$ cat src/rtl/fifo_uart_tx.sv
`default_nettype none
// ============================================================================
// Module   : fifo_uart_tx
// Purpose  : UART transmitter that pulls bytes from an upstream FIFO and
//            serialises them LSB first with 16x-oversampled baud ticks.
// Revision : 1.0 - initial release
// ============================================================================
module fifo_uart_tx #(
    parameter int DBIT    = 8,
    parameter int SB_TICK = 16,
    parameter int DVSR_W  = 11
) (
    input  logic              clk,
    input  logic              reset,
    input  logic [DVSR_W-1:0] dvsr,
    input  logic              tx_en,
    input  logic              fifo_empty,
    input  logic [DBIT-1:0]   fifo_rd_data,
    output logic              fifo_rd,
    output logic              tx,
    output logic              tx_busy,
    output logic              tx_done_tick
);

    typedef enum logic [1:0] {
        IDLE  = 2'd0,
        START = 2'd1,
        DATA  = 2'd2,
        STOP  = 2'd3
    } state_t;

    // The tick counter must reach both the 16-tick bit period and the stop period.
    localparam int TMAX  = (SB_TICK > 16) ? SB_TICK : 16;
    localparam int CNT_W = $clog2(TMAX);
    localparam int NB_W  = (DBIT > 1) ? $clog2(DBIT) : 1;

    localparam logic [CNT_W-1:0] c_bit_last  = CNT_W'(15);
    localparam logic [CNT_W-1:0] c_stop_last = CNT_W'(SB_TICK - 1);
    localparam logic [NB_W-1:0]  c_data_last = NB_W'(DBIT - 1);

    state_t            r_state;
    logic [DVSR_W-1:0] r_baud_cnt;
    logic [CNT_W-1:0]  r_tick_cnt;
    logic [NB_W-1:0]   r_bit_cnt;
    logic [DBIT-1:0]   r_shift;
    logic              r_tx;
    logic              r_done;
    logic              w_tick;
    logic              w_fetch;
    logic [DBIT-1:0]   w_shift_nx;

    // Wrapping on >= lets a smaller divisor take effect cleanly at the next wrap.
    always_ff @(posedge clk or posedge reset) begin
        if (reset) begin
            r_baud_cnt <= '0;
        end else if (r_baud_cnt >= dvsr) begin
            r_baud_cnt <= '0;
        end else begin
            r_baud_cnt <= r_baud_cnt + 1'b1;
        end
    end

    assign w_tick     = (r_baud_cnt == dvsr);
    assign w_fetch    = (r_state == IDLE) && !fifo_empty && tx_en && !reset;
    assign w_shift_nx = r_shift >> 1;

    always_ff @(posedge clk or posedge reset) begin
        if (reset) begin
            r_state    <= IDLE;
            r_tick_cnt <= '0;
            r_bit_cnt  <= '0;
            r_shift    <= '0;
            r_tx       <= 1'b1;
            r_done     <= 1'b0;
        end else begin
            r_done <= 1'b0;
            case (r_state)
                IDLE: begin
                    if (w_fetch) begin
                        r_shift    <= fifo_rd_data;
                        r_tick_cnt <= '0;
                        r_tx       <= 1'b0;
                        r_state    <= START;
                    end
                end
                START: begin
                    if (w_tick) begin
                        if (r_tick_cnt == c_bit_last) begin
                            r_tick_cnt <= '0;
                            r_bit_cnt  <= '0;
                            r_tx       <= r_shift[0];
                            r_state    <= DATA;
                        end else begin
                            r_tick_cnt <= r_tick_cnt + 1'b1;
                        end
                    end
                end
                DATA: begin
                    if (w_tick) begin
                        if (r_tick_cnt == c_bit_last) begin
                            r_tick_cnt <= '0;
                            r_shift    <= w_shift_nx;
                            if (r_bit_cnt == c_data_last) begin
                                r_tx    <= 1'b1;
                                r_state <= STOP;
                            end else begin
                                r_bit_cnt <= r_bit_cnt + 1'b1;
                                r_tx      <= w_shift_nx[0];
                            end
                        end else begin
                            r_tick_cnt <= r_tick_cnt + 1'b1;
                        end
                    end
                end
                STOP: begin
                    if (w_tick) begin
                        if (r_tick_cnt == c_stop_last) begin
                            r_tick_cnt <= '0;
                            r_done     <= 1'b1;
                            r_state    <= IDLE;
                        end else begin
                            r_tick_cnt <= r_tick_cnt + 1'b1;
                        end
                    end
                end
                default: r_state <= IDLE;
            endcase
        end
    end

    assign fifo_rd      = w_fetch;
    assign tx           = r_tx;
    assign tx_busy      = (r_state != IDLE);
    assign tx_done_tick = r_done;

endmodule
`default_nettype wire

$ cat config.mk
export PLATFORM = sky130hd
export DESIGN_NAME = fifo_uart_tx
export DESIGN_NICKNAME = d
export VERILOG_FILES = /design/src/rtl/fifo_uart_tx.sv
export SDC_FILE = /design/constraint.sdc
export NUM_CORES = 1
export LEC_CHECK = 0
export CORE_ASPECT_RATIO = 2
export CORE_UTILIZATION = 25
export CTS_CLUSTER_DIAMETER = 200
export DETAILED_ROUTE_END_ITERATION = 8
export GPL_ROUTABILITY_DRIVEN = 0
export SLEW_MARGIN = 5
export SYNTH_ARGS = -nofsm -noshare
export SYNTH_HDL_FRONTEND = slang
export SYNTH_SLANG_ARGS = --single-unit
$ cat constraint.sdc
create_clock -name clk -period 2.1 [get_ports clk]
set_input_delay 0.315 -clock clk [delete_from_list [all_inputs] [get_ports clk]]
set_output_delay 0.315 -clock clk [all_outputs]
set_load 0.1 [all_outputs]
==> reports/results.txt <==
Sequential Power Share - 0.334
Final wirelength - 4.56 mm
Synth warn - 0
Distinct cells, synth - 40
Root Buffer - clkbuf_16
Leak - 1.28 nW
Fin cells - 354
Setup WS post-layout - -77.0 ps
Synth top area cells - dfrtp_1, ha_1, o21ai_0
Crit end category - register
Post-DP HPWL - 3.61 mm
CTS sink cnt - 30
# port buffers - 26
Slew @ Worst Pin - 414 ps
Crit path max-delay family - simple AND/OR/NAND/NOR gates
Commonest non-fill, non-tap cell in the layout - buf_4
Pwr/cell area - 776 mW/mm2
Layout cells sized above 1 - 0.324
CTS Buf Count - 5
Initial antenna violation count - 0
Power after layout - 0.00221 W
Min-delay worst type - register to register
Reg-to-Reg End - r_state[1]
Achievable Freq - 459 MHz
Hold path cells - 2
GR Util All Layers - 0.129
CTS tree - built
Pin count of the biggest net entering global routing - 15
Pint - 0.00156 W
Clock group share of total power - 0.324
Sequential share of the synthesized area - 0.404
CTS Buffer Depth - 2
CP Data Required Time - 2260 ps
H-tree Lvls - 2
First-pass GRT wire length - 7.78 mm
Cell taking the most area after synthesis - dfrtp_1
Die height - 124 um
CP arrival - 2330 ps
Via count - 1,634
Core box area - 0.00721 mm2
Final antenna-violating net count - 0
Cells after synthesis - 198
Status - finished, violations left
Final Cell Area - 0.00285 mm2
CP Launch Type - register
Worst Hold End - r_shift[5]
Synthesis-stage register bit count - 30
Maximum vdd drop - 0.425 mV
Placed Area - 0.00261 mm2
Fin crit share - 1.04
Most frequent cells in the layout - buf_4, dfrtp_1, nand2_1, o21ai_0
Failing checks - negative setup slack
Yosys top cell area share - 0.390
R2R Path Start - r_baud_cnt[5]
Crit path buf inv count - 0
Boundary pin count - 27
Die X - 63 um
R2r worst-path depth - 5
DR pass1 iterations - 4
Critical path type - register to register
Avg Cell Area, Syn - 9.40 um2
Slowest CP cell - or4_4
Drt wl/cell - 12.9 um
Slew Limit Headroom - 0.721
Switching power - 0.000658 W
Vias per inst - 4.62
Max cap viols - 0
Hold path startpoint - r_shift[5]
Iteration-0 DRC Markers - 41
FP Rows - 44
Vias in the first global route - 1,790
Final Setup Violations - 2
Final Max Slew Viols - 0
Drt drc - 0
Clk_skew - 5.38 ps
DIE AREA - 0.00781 mm2
Critical path peak fanout - 4
Logic pwr share - 0.341
Syn nets - 241
# diodes - 0
Initial Utilization - 0.258
CP Cell Sequence - ha_4, nand4_4, or4_4, a221o_2, mux2_4
Reg clk slew, reported paths - 50 ps
Max incr delay on CP - 530 ps
Final hold vios - 0
Internal reg-to-reg setup slack - -80 ps
Area grow syn2layout - 53.3%
DP Cell Count - 343
Overflow after GRT - 0
Mapped Area - 0.00186 mm2
Setup TNS - -109 ps
Tmin final - 2180 ps
RSZ-0062 raised after global routing - yes
Post-CTS Hold Fix Bufs - 0
Nets - 304
Clk_lat worst skew - 270 ps
Sw Share - 0.297
area by class of cell:
class / count / area (um2)
well taps: 92 / 115
flip-flops and latches: 30 / 753
clock buffers: 6 / 139
repair buffers: 62 / 544
multi-input cells: 142 / 1210
clock inverters: 2 / 12.5
inverters: 20 / 78.8
fillers: 735 / 4360
worst register-to-register path: stages (launching register included):
cell and delay [ps]:
dfrtp_2 430, ha_4 290, nand4_4 80, or4_4 530, a221o_2 420, mux2_4 300
logic make-up (layout without fill, tap and decap cells):
family,after synthesis,after routing,share of synthesized area
AO/OA/AOI/OAI,39,39,0.128
XOR/XNOR,9,9,0.0424
adder cells (fa/ha/maj),20,20,0.134
buffers and inverters,26,90,0.0525
flip-flops,30,30,0.404
multiplexers,9,9,0.0511
AND/OR/NAND/NOR,65,65,0.187
per-stage QoR:
step	utilization	hold WS, ps	worst slack [ps]
floorplan	-	405	-878
global placement	0.362	460	-455
detailed placement	0.362	473	-485
CTS	0.393	485	-85.5
global route	0.395	503	-154
finish	0.395	477	-77.0
what timing repair did:
action | in CTS | in global routing
endpoints found under the hold margin | 0 | 0
pin swaps | 13 | 0
buffers inserted | 1 | 2
setup endpoints to repair | 3 | 3
cloned | 0 | 0
gates resized for setup | 27 | 1
power groups by stage:
stage | Sequential, W | Clock (W) | Combinational (W)
2_1_floorplan | 0.000753 | 0 | 0.000392
3_3_place_gp | 0.000736 | 0 | 0.000686
3_5_place_dp | 0.000738 | 0 | 0.000707
4_1_cts | 0.000744 | 0.000742 | 0.000747
5_1_grt | 0.000749 | 0.000758 | 0.000847
6_report | 0.000740 | 0.000718 | 0.000756
synth_stat cells:
master	instances
dfrtp_1	29
ha_1	20
inv_1	20
nand2_1	18
o21ai_0	18
nor3_1	13
mux2i_1	8
nand3_1	8
nor2_1	7
a21oi_1	5
xnor2_1	5
clkbuf_1	4
nor3b_1	4
xor2_1	4
a21o_1	3
nand4_1	3
nor4_1	3
and3_1	2
buf_1	2
o31ai_1	2
a211o_1	1
a221o_2	1
a22oi_1	1
a31oi_1	1
a32o_1	1
and2_1	1
dfstp_2	1
mux2_4	1
nand2b_1	1
nand3_4	1
nand4_2	1
nor2b_1	1
nor4b_1	1
o211ai_1	1
o21a_1	1
o21ai_1	1
o21bai_1	1
o22ai_1	1
o41ai_1	1
or4_4	1
per-layer routing:
layer | global-route usage | vias to the layer above | share of wire
met5 | 0 | - | 0
met4 | 0.0683 | 0 | 0.025
met3 | 0.0174 | 7 | 0.024
met2 | 0.262 | 28 | 0.57
met1 | 0.121 | 770 | 0.38
li1 | - | 829 | -
flip-flops by register name, indices dropped and copies added (netlist names):
register and count:
r_baud_cnt 11, r_bit_cnt 3, r_shift 8, r_state 2
r_tick_cnt 4, tx 1, tx_done_tick 1
worst max-delay path by stage:
stage                        startpoint  cells after the start  slack [ps]          to
after floorplan              r_state[1]                      8        -880  r_shift[1]
after global placement          dvsr[4]                      7        -450  r_state[1]
after detailed placement        dvsr[4]                      7        -490  r_state[1]
after CTS                 r_baud_cnt[9]                      5         -90  r_state[1]
after global routing      r_baud_cnt[8]                      5        -150  r_state[1]
final                     r_baud_cnt[5]                      5         -80  r_state[1]
Note: power is estimated with default switching activity, not from simulation.
